==> config.mk <==
export PLATFORM = sky130hd
export DESIGN_NAME = board_judge_flat
export DESIGN_NICKNAME = d
export VERILOG_FILES = /design/src/rtl/ttt_pkg.sv /design/src/rtl/board_judge_if.sv /design/src/rtl/board_judge.sv /design/src/flat_wrapper.sv
export SDC_FILE = /design/constraint.sdc
export NUM_CORES = 1
export LEC_CHECK = 0
export ABC_AREA = 1
export ABC_CLOCK_PERIOD_IN_PS = 2000
export CORE_ASPECT_RATIO = 2
export CORE_UTILIZATION = 54
export CTS_BUF_LIST = sky130_fd_sc_hd__clkbuf_4
export DETAILED_ROUTE_END_ITERATION = 8
export PLACE_DENSITY = 0.82
export SKIP_LAST_GASP = 1
export SLEW_MARGIN = 20
export SYNTH_ARGS = -nofsm -noshare
export SYNTH_HDL_FRONTEND = slang
export SYNTH_SLANG_ARGS = --single-unit
==> constraint.sdc <==
create_clock -name ph1 -period 2 [get_ports ph1]
set_input_delay 0.5 -clock ph1 [delete_from_list [all_inputs] [get_ports ph1]]
set_output_delay 0.5 -clock ph1 [all_outputs]
set_load 0.05 [all_outputs]
==> src/rtl/ttt_pkg.sv <==
// rtl/ttt_pkg.sv - shared tic-tac-toe types, winning-line table and win test
//
// Purpose: common definitions used by the game controller and the board judge.
//   cellStateType  : EMPTY / O / X encoding of one board cell
//   judgeStateType : IDLE / SCAN / DONE states of the judge
//   LINES          : cell indices of the 8 winning lines (rows, columns, diagonals)
//   lineWins()     : true when three cells hold the same non-empty mark
package ttt_pkg;

   localparam int NCELLS = 9;
   localparam int ADDRW  = 4;
   localparam int NLINES = 8;

   localparam logic [ADDRW-1:0] CELLLIMIT = ADDRW'(NCELLS);
   localparam logic [3:0]       FULLCOUNT = 4'(NCELLS);
   localparam logic [2:0]       LASTLINE  = 3'(NLINES - 1);

   typedef enum logic [1:0] {
      EMPTY = 2'b00,
      X     = 2'b10,
      O     = 2'b11
   } cellStateType;

   typedef enum logic [1:0] {
      IDLE = 2'b00,
      SCAN = 2'b01,
      DONE = 2'b10
   } judgeStateType;

   // Scan order matters: the first matching entry decides the winner.
   localparam logic [3:0] LINES [0:NLINES-1][0:2] = '{
      '{4'd0, 4'd1, 4'd2},
      '{4'd3, 4'd4, 4'd5},
      '{4'd6, 4'd7, 4'd8},
      '{4'd0, 4'd3, 4'd6},
      '{4'd1, 4'd4, 4'd7},
      '{4'd2, 4'd5, 4'd8},
      '{4'd0, 4'd4, 4'd8},
      '{4'd2, 4'd4, 4'd6}
   };

   function automatic logic lineWins(input logic [1:0] a, input logic [1:0] b,
                                     input logic [1:0] c);
      return (a != EMPTY) && (a == b) && (b == c);
   endfunction

endpackage

==> src/rtl/board_judge_if.sv <==
// rtl/board_judge_if.sv - controller/display bus of the board judge
//
// Purpose: groups the controller write port, the result outputs and the
// display read port.
//   master (controller/display): drives clearBoard, wrEn, addr, cellState, rdAddr
//   slave  (board_judge)       : drives rdState, busy, wrReject, gameIsDone, winner
interface board_judge_if;
   import ttt_pkg::*;

   logic             clearBoard;
   logic             wrEn;
   logic [ADDRW-1:0] addr;
   logic [1:0]       cellState;
   logic [ADDRW-1:0] rdAddr;
   logic [1:0]       rdState;
   logic             busy;
   logic             wrReject;
   logic             gameIsDone;
   logic [1:0]       winner;

   modport master (
      output clearBoard, wrEn, addr, cellState, rdAddr,
      input  rdState, busy, wrReject, gameIsDone, winner
   );

   modport slave (
      input  clearBoard, wrEn, addr, cellState, rdAddr,
      output rdState, busy, wrReject, gameIsDone, winner
   );

endinterface

==> src/rtl/board_judge.sv <==
// rtl/board_judge.sv - tic-tac-toe board store with sequential win/draw scan
//
// Purpose: holds the 9 cells, accepts controller writes, then scans one
// winning line per cycle and reports a win or draw.
// Ports:
//   ph1   : clock, all state changes on its rising edge
//   reset : asynchronous active-low reset
//   bus   : board_judge_if.slave (write port, results, display read port)
module board_judge
   import ttt_pkg::*;
(
   input logic          ph1,
   input logic          reset,
   board_judge_if.slave bus
);

   logic [1:0]    board [0:NCELLS-1];
   logic [3:0]    moveCount;
   logic [2:0]    lineIdx;
   logic [1:0]    winnerReg;
   logic          wrRejectReg;
   judgeStateType state, nextState;

   logic          accept;
   logic          lineHit;
   logic [1:0]    cellA, cellB, cellC;

   assign cellA = board[LINES[lineIdx][0]];
   assign cellB = board[LINES[lineIdx][1]];
   assign cellC = board[LINES[lineIdx][2]];

   assign lineHit = (state == SCAN) && lineWins(cellA, cellB, cellC);

   // Address is range-checked before the occupancy lookup is meaningful.
   assign accept = bus.wrEn && (state == IDLE) && (bus.addr < CELLLIMIT)
                && (board[bus.addr] == EMPTY)
                && ((bus.cellState == X) || (bus.cellState == O));

   always_ff @(posedge ph1 or negedge reset) begin
      if (!reset) begin
         state <= IDLE;
      end else begin
         state <= nextState;
      end
   end

   always_comb begin
      nextState = state;
      case (state)
         IDLE: if (accept) nextState = SCAN;
         SCAN: begin
            if (lineHit) begin
               nextState = DONE;
            end else if (lineIdx == LASTLINE) begin
               nextState = (moveCount == FULLCOUNT) ? DONE : IDLE;
            end
         end
         DONE:    nextState = DONE;
         default: nextState = IDLE;
      endcase
      if (bus.clearBoard) nextState = IDLE;
   end

   always_ff @(posedge ph1 or negedge reset) begin
      if (!reset) begin
         for (int i = 0; i < NCELLS; i++) board[i] <= EMPTY;
         moveCount   <= '0;
         lineIdx     <= '0;
         winnerReg   <= EMPTY;
         wrRejectReg <= 1'b0;
      end else if (bus.clearBoard) begin
         // A write coinciding with clear is silently dropped.
         for (int i = 0; i < NCELLS; i++) board[i] <= EMPTY;
         moveCount   <= '0;
         lineIdx     <= '0;
         winnerReg   <= EMPTY;
         wrRejectReg <= 1'b0;
      end else begin
         wrRejectReg <= bus.wrEn && !accept;
         if (accept) begin
            board[bus.addr] <= bus.cellState;
            if (moveCount != FULLCOUNT) moveCount <= moveCount + 4'd1;
            lineIdx <= '0;
         end else if (state == SCAN) begin
            if (lineHit) winnerReg <= cellA;
            if (lineIdx != LASTLINE) lineIdx <= lineIdx + 3'd1;
         end
      end
   end

   assign bus.busy       = (state == SCAN);
   assign bus.gameIsDone = (state == DONE);
   assign bus.winner     = winnerReg;
   assign bus.wrReject   = wrRejectReg;
   assign bus.rdState    = (bus.rdAddr < CELLLIMIT) ? board[bus.rdAddr] : EMPTY;

endmodule

==> src/flat_wrapper.sv <==
// flat-port wrapper written by rule: the top's interface ports become plain ports
module board_judge_flat import ttt_pkg::*;
  (ph1, reset, bus_clearBoard, bus_wrEn, bus_addr, bus_cellState, bus_rdAddr, bus_rdState, bus_busy, bus_wrReject, bus_gameIsDone, bus_winner);
  board_judge_if bus_i ();
  input logic ph1;
  input logic reset;
  input wire logic [$bits(bus_i.clearBoard)-1:0] bus_clearBoard;
  input wire logic [$bits(bus_i.wrEn)-1:0] bus_wrEn;
  input wire logic [$bits(bus_i.addr)-1:0] bus_addr;
  input wire logic [$bits(bus_i.cellState)-1:0] bus_cellState;
  input wire logic [$bits(bus_i.rdAddr)-1:0] bus_rdAddr;
  output wire logic [$bits(bus_i.rdState)-1:0] bus_rdState;
  output wire logic [$bits(bus_i.busy)-1:0] bus_busy;
  output wire logic [$bits(bus_i.wrReject)-1:0] bus_wrReject;
  output wire logic [$bits(bus_i.gameIsDone)-1:0] bus_gameIsDone;
  output wire logic [$bits(bus_i.winner)-1:0] bus_winner;
  assign bus_i.clearBoard = bus_clearBoard;
  assign bus_i.wrEn = bus_wrEn;
  assign bus_i.addr = bus_addr;
  assign bus_i.cellState = bus_cellState;
  assign bus_i.rdAddr = bus_rdAddr;
  assign bus_rdState = bus_i.rdState;
  assign bus_busy = bus_i.busy;
  assign bus_wrReject = bus_i.wrReject;
  assign bus_gameIsDone = bus_i.gameIsDone;
  assign bus_winner = bus_i.winner;
  board_judge u_core (.ph1(ph1), .reset(reset), .bus(bus_i));
endmodule
Word level (Yosys, flattened, before mapping)

Memories as Yosys holds them, arrays and structs flattened.
Index checks and enable logic that the tools add are counted.

Add/subtract/negate cells: 2
Reduce and logical (&&, ||, !) cells: 24
$lt $le $gt $ge: 9
Bitwise logic cells: 6
Muxes and demuxes: 41
Eq/ne operators: 13

Operators with widths:

| operator            | number |
|---|---|
| $mux 2              | 21 |
| $bmux 2 s4          | 5 |
| $mux 18             | 2 |
| $ge 5x5->1 const B  | 5 |
| $not 4->5           | 5 |
| $mux 12             | 2 |
| $bwmux 18           | 1 |
| $mux 3              | 4 |
| $mux 4              | 3 |
| $reduce_bool 2->1   | 5 |
| $logic_and 1x1->1   | 9 |
| $demux 2 s4         | 1 |
| $lt 4x4->1 const B  | 2 |
| $eq 2x2->1 const B  | 3 |
| $pmux 2 s3          | 1 |
| $reduce_and 2->1    | 3 |
| $reduce_bool 3->1   | 2 |
| $lt 5x1->1 const B  | 1 |
| $add 4x1->4 const B | 1 |
| $eq 2x2->1          | 2 |
| $eq 4x4->1 const B  | 1 |
| $ge 4x4->1 const B  | 1 |
| $logic_not 2->1     | 2 |
| $ne 4x2->1 const B  | 1 |
| 12 further kinds    | 12 |

Logic and storage cells: 110
Output and inout bits: 7
ROM bits: 96
Memories kept: 1
Input port bits: 14
Register bits after elaboration: 30

Memories:

| memory           | words | bits a word | read ports | clocked after memory_dff | write ports | line              | source |
|---|---|---|---|---|---|---|---|
| (name not given) | 8     | 12          | 1          | 0                        | 0           | board_judge.sv:29 | `assign cellB = board[LINES[lineIdx][1]];` |

Depth between registers and ports, before layout

Depth after elaboration: 16
Gate-level depth with buffers: 18
Depth with buffers taken out: 18

Worst setup path after synthesis

OpenSTA, ideal clock, no wires.

Path kind: input to output
Start point: in bus_rdAddr[0]
End point: out bus_rdState[0]
Required time: 1500 ps
Arrival: 2032 ps
Setup slack: -532 ps
Path buffers: 1
Stages: 4
Cell sequence: clkbuf_1 inv_1 nand4_1 o21ai_0

Cells in the longest elaborated chain, start to end: 5

RTL lines:

| item                                      | line               | source |
|---|---|---|
| start, declared                           | flat_wrapper.sv:11 | `input wire logic [$bits(bus_i.rdAddr)-1:0] bus_rdAddr;` |
| $not 4->5 (not written as such)           | board_judge.sv:95  | `assign bus.rdState = (bus.rdAddr < CELLLIMIT) ? board[bus.rdAddr] : EMPTY;` |
| $bmux 2 s4                                | board_judge.sv:95  |  |
| $mux 2 (not written as such) (2 in a row) | board_judge.sv:95  |  |
| $mux 2 (*)                                | board_judge.sv:95  |  |
| end, declared                             | flat_wrapper.sv:12 | `output wire logic [$bits(bus_i.rdState)-1:0] bus_rdState;` |

Mark *: on every way between the ends. The rest lies on a longest branch, timed or not. The select of a mux whose other input is x is not followed.

Worst setup path after layout

Start point: reg u_core.lineIdx[0]
End point: reg u_core.state[1]

Cells in the longest elaborated chain, start to end: 15

RTL lines:

| item                                            | line                                                    | source |
|---|---|---|
| start, declared                                 | board_judge.sv:19                                       | `logic [2:0] lineIdx;` |
| start signal, assigned                          | board_judge.sv:86                                       | `if (lineIdx != LASTLINE) lineIdx <= lineIdx + 3'd1;` |
| $not 3->4 (not written as such)                 | board_judge.sv:28, board_judge.sv:29, board_judge.sv:30 |  |
| $mem_v2 8x12                                    | --                                                      |  |
| $mux 12 (not written as such) (2 in a row)      | board_judge.sv:29                                       |  |
| $not 4->5, on equally long branches             | board_judge.sv:28, board_judge.sv:29                    |  |
| $bmux 2 s4, on equally long branches            | board_judge.sv:28, board_judge.sv:29                    |  |
| $mux 2, on equally long branches (2 in a row)   | board_judge.sv:28, board_judge.sv:29                    |  |
| $eq 2x2->1 or $reduce_bool 2->1 (tied branches) | ttt_pkg.sv:44                                           | `return (a != EMPTY) && (a == b) && (b == c);` |
| $logic_and 1x1->1 (2 in a row)                  | ttt_pkg.sv:44                                           |  |
| $logic_and 1x1->1                               | board_judge.sv:32                                       | `assign lineHit = (state == SCAN) && lineWins(cellA, cellB, cellC);` |
| $mux 2                                          | board_judge.sv:52                                       | `if (lineHit) begin` |
| $pmux 2 s3                                      | board_judge.sv:49                                       | `case (state)` |
| $mux 2                                          | board_judge.sv:61                                       | `if (bus.clearBoard) nextState = IDLE;` |
| end signal, assigned                            | board_judge.sv:43                                       | `state <= nextState;` |
| end, declared                                   | board_judge.sv:22                                       | `judgeStateType state, nextState;` |

Several ways; a longest one is shown, not always the timed one. The select of a mux whose other input is x is not followed.
A chain may end at the register's enable or synchronous reset.

==> reports/qor.csv <==
stage,metric,value,unit
critical_path,Worst Path Max Fanout,6,
sta,RSZ-0062 raised after global routing,yes,
critical_path,Worst setup EP type,flop,
floorplan,Die Span X,49.13,µm
routing,Routed WL per cell,19.54,µm
finish,area added between synthesis and finish,54.62,%
sta,Max Clock Skew,0.009859,ns
critical_path,"Data required, critical path",2.28,ns
critical_path,worst r2r path cells,14,
place,dpl ws,-0.4254,ns
floorplan,Placeable Area,0.004297,mm²
global_routing,total grt overflow,0,
routing,residual DRC count,0,
critical_path,crit path kind,reg2reg,
sta,share of the clock period used by the worst path,112.5,%
sta,worst slew pin tran,0.5245,ns
critical_path,critical path endpoint,u_core.state[1],
place,GP Congestion,0.9258,
sta,Final Slew Violations,0,
global_routing,vias in the first global route,2925,
critical_path,worst setup path start,u_core.lineIdx[0],
finish,ant diodes,0,
place,Port Buf Inserts,20,
routing,Detailed Route WL,9948,µm
job,max-cap violation count,0,
synth,"Async S/R FF share, synth",100.0,%
routing,Vias/cell,6.409,
critical_path,Worst setup SP type,flop,
finish,fin cells,509,
routing,1st-iter DRT viols,286,
synth,Main synth FF type,dfrtp_1,
synth,Gate Count Post-Synth,370,
sta,crit path time final,2.250,ns
outcome,status,"finished, violations left",
synth,Post-Syn Nets,392,
global_routing,largest net degree at the start of global routing,31,
critical_path,Critical Path AT,2.53,ns
sta,maximum clock rate,0.4445,GHz
synth,number of synthesized register bits,30,
synth,Avg Synthesized Cell Area,6.483,µm²
routing,final antenna-violating net count,0,
power_and_ir_drop,leakage,0.001727,µW
routing,vias,3262,
critical_path,reg2reg start,u_core.lineIdx[0],
synth,Ys Warns,0,
power_and_ir_drop,Peak VDD IR,605.3,µV
floorplan,Starting Density,55.82,%
outcome,failing checks,setup timing,
finish,most frequent cells in the layout,"nand2_1, buf_4, nand3_1",
power_and_ir_drop,Pwr Density,495.7,mW/mm²
clock_network,cts bufs inserted,5,
hold_path,hold path cells,3,
clock_network,Clock Latency Late Sink,0.34,ns
critical_path,R2R setup slack,-0.25,ns
synth,Synth Cell Area,0.002399,mm²
global_routing,initial antenna violation count,0,
hold_path,HP Class,in2reg,
synth,number of library cell types mapped by synthesis,27,
floorplan,num rows,34,
clock_network,CTS H-tree lvls,2,
global_routing,Total GRT Usage,37.58,%
power_and_ir_drop,Tot Pwr,1838,µW
floorplan,# IOs,21,
sta,Setup-failing EPs final,6,
routing,Pre-antenna DRT Iters,5,
floorplan,Die Y,96.25,µm
clock_network,Root Buffer,clkbuf_4,
clock_network,Sink Count,30,
global_routing,global-route wire length before repair,13430,µm
sta,Slew HR,64.91,%
synth,"EDFF count, synth",0,
clock_network,clock-pin slew on the worst setup and hold paths,0.10,ns
place,Final HPWL DP,5624,µm
finish,Layout Utilization,86.31,%
synth,register area share after synthesis,31.30,%
clock_network,CTS max path bufs,2,
sta,Final WS setup,-0.2497,ns
place,dpl cells,480,
sta,Fin. Hold Viols,0,
floorplan,die area,0.004728,mm²
clock_network,CTS tree,yes,
finish,share of layout cells above drive strength 1,42.20,%
critical_path,RR Endpoint,u_core.state[1],
finish,# nets final,476,
==> critical path, stage by stage (launching register included) <==
cell,delay (ns)
dfrtp_2,0.45
inv_2,0.08
ha_4,0.33
nor2_2,0.07
nor2_4,0.19
nand3_1,0.13
nand3_1,0.12
nand2_2,0.11
nor2_2,0.10
nand2_1,0.08
nand2_2,0.15
nand2_4,0.09
o21bai_4,0.13
nand2_1,0.07
nor2_1,0.10
==> logic make-up after synthesis <==
family / synth area share (%)
AOI/OAI and AO/OA: 14.45
xor gates and xnor gates: 0.7304
adders and majority gates: 4.173
buffers and inverters: 8.294
DFF: 31.30
and+or+nand+nor: 41.05
==> sequential cells by signal, indices dropped and copies added, names as in the netlist <==
name                 count
u_core.moveCount         4
u_core.bus.wrReject      1
u_core.board            18
u_core.state             2
u_core.lineIdx           3
u_core.bus.winner        2
==> report_power, final <==
part / total (µW) / switching, µW / internal [µW]
registers: 627 / 11.7 / 615
logic: 599 / 362 / 237
clock network: 612 / 227 / 385
==> synthesized netlist by cell type, types with 3 or more instances <==
cell type  number  area [µm²]
a21oi_1        14       70.07
dfrtp_1        30       750.7
ha_1            8       100.1
inv_1          42       157.7
nand2_1        97       364.1
nand2_4         5       56.30
nand3_1        72       360.4
nand4_1         8       50.05
nor2_1         31       116.4
nor2_2          4       25.02
o211ai_1        3       22.52
o21ai_0        36       180.2
==> how the worst min path moves through the flow <==
| stage | startpoint | to | slack [ns] |
|---|---|---|---|
| after floorplan | reset | u_core.board[0] | 0.20 |
| after global placement | u_core.bus.winner[1] | u_core.bus.winner[1] | 0.49 |
| after detailed placement | u_core.bus.winner[0] | u_core.bus.winner[0] | 0.50 |
| after CTS | u_core.bus.winner[0] | u_core.bus.winner[0] | 0.52 |
| after global routing | bus_wrEn | u_core.bus.wrReject | 0.44 |
| final | bus_wrEn | u_core.bus.wrReject | 0.41 |
==> metrics by stage <==
step | TNS (ns) | hold slack, ns | cell area (µm²)
6_report | -1.022 | 0.4100 | 3709
3_3_place_gp | -8.453 | 0.4933 | 3004
2_1_floorplan | 0 | 0.2044 | 2420
4_1_cts | -0.3594 | 0.5247 | 3316
3_5_place_dp | -10.57 | 0.4979 | 3004
5_1_grt | -1.435 | 0.4415 | 3709
==> cell type report <==
class / count / area (µm²)
repair buffers: 81 / 711.9
multi-input cells: 292 / 1879
flip-flops and latches: 30 / 760.7
inverters: 44 / 187.7
fillers: 215 / 588.1
clock inverters: 3 / 63.81
clock buffers: 5 / 37.54
well taps: 54 / 67.56
==> timing repair <==
| item | CTS | global route |
|---|---|---|
| pin swaps | 32 | 46 |
| endpoints found under the hold margin | 0 | 0 |
| cloned | 1 | 0 |
| buffers inserted | 12 | 9 |
| setup endpoints to repair | 28 | 26 |
| resized for setup | 51 | 106 |
| hold buffers | 0 | 0 |
==> per-layer routing <==
metal,routed length [µm],vias up,part of all wire (%),track usage [%]
met5,0,-,0,0
met4,816,0,8.2,28.19
met3,804,88,8.1,4.897
met2,4994,252,50,68.04
met1,3333,1504,34,38.57
li1,-,1418,-,-
No activity file was read; power rests on OpenSTA's default activity.
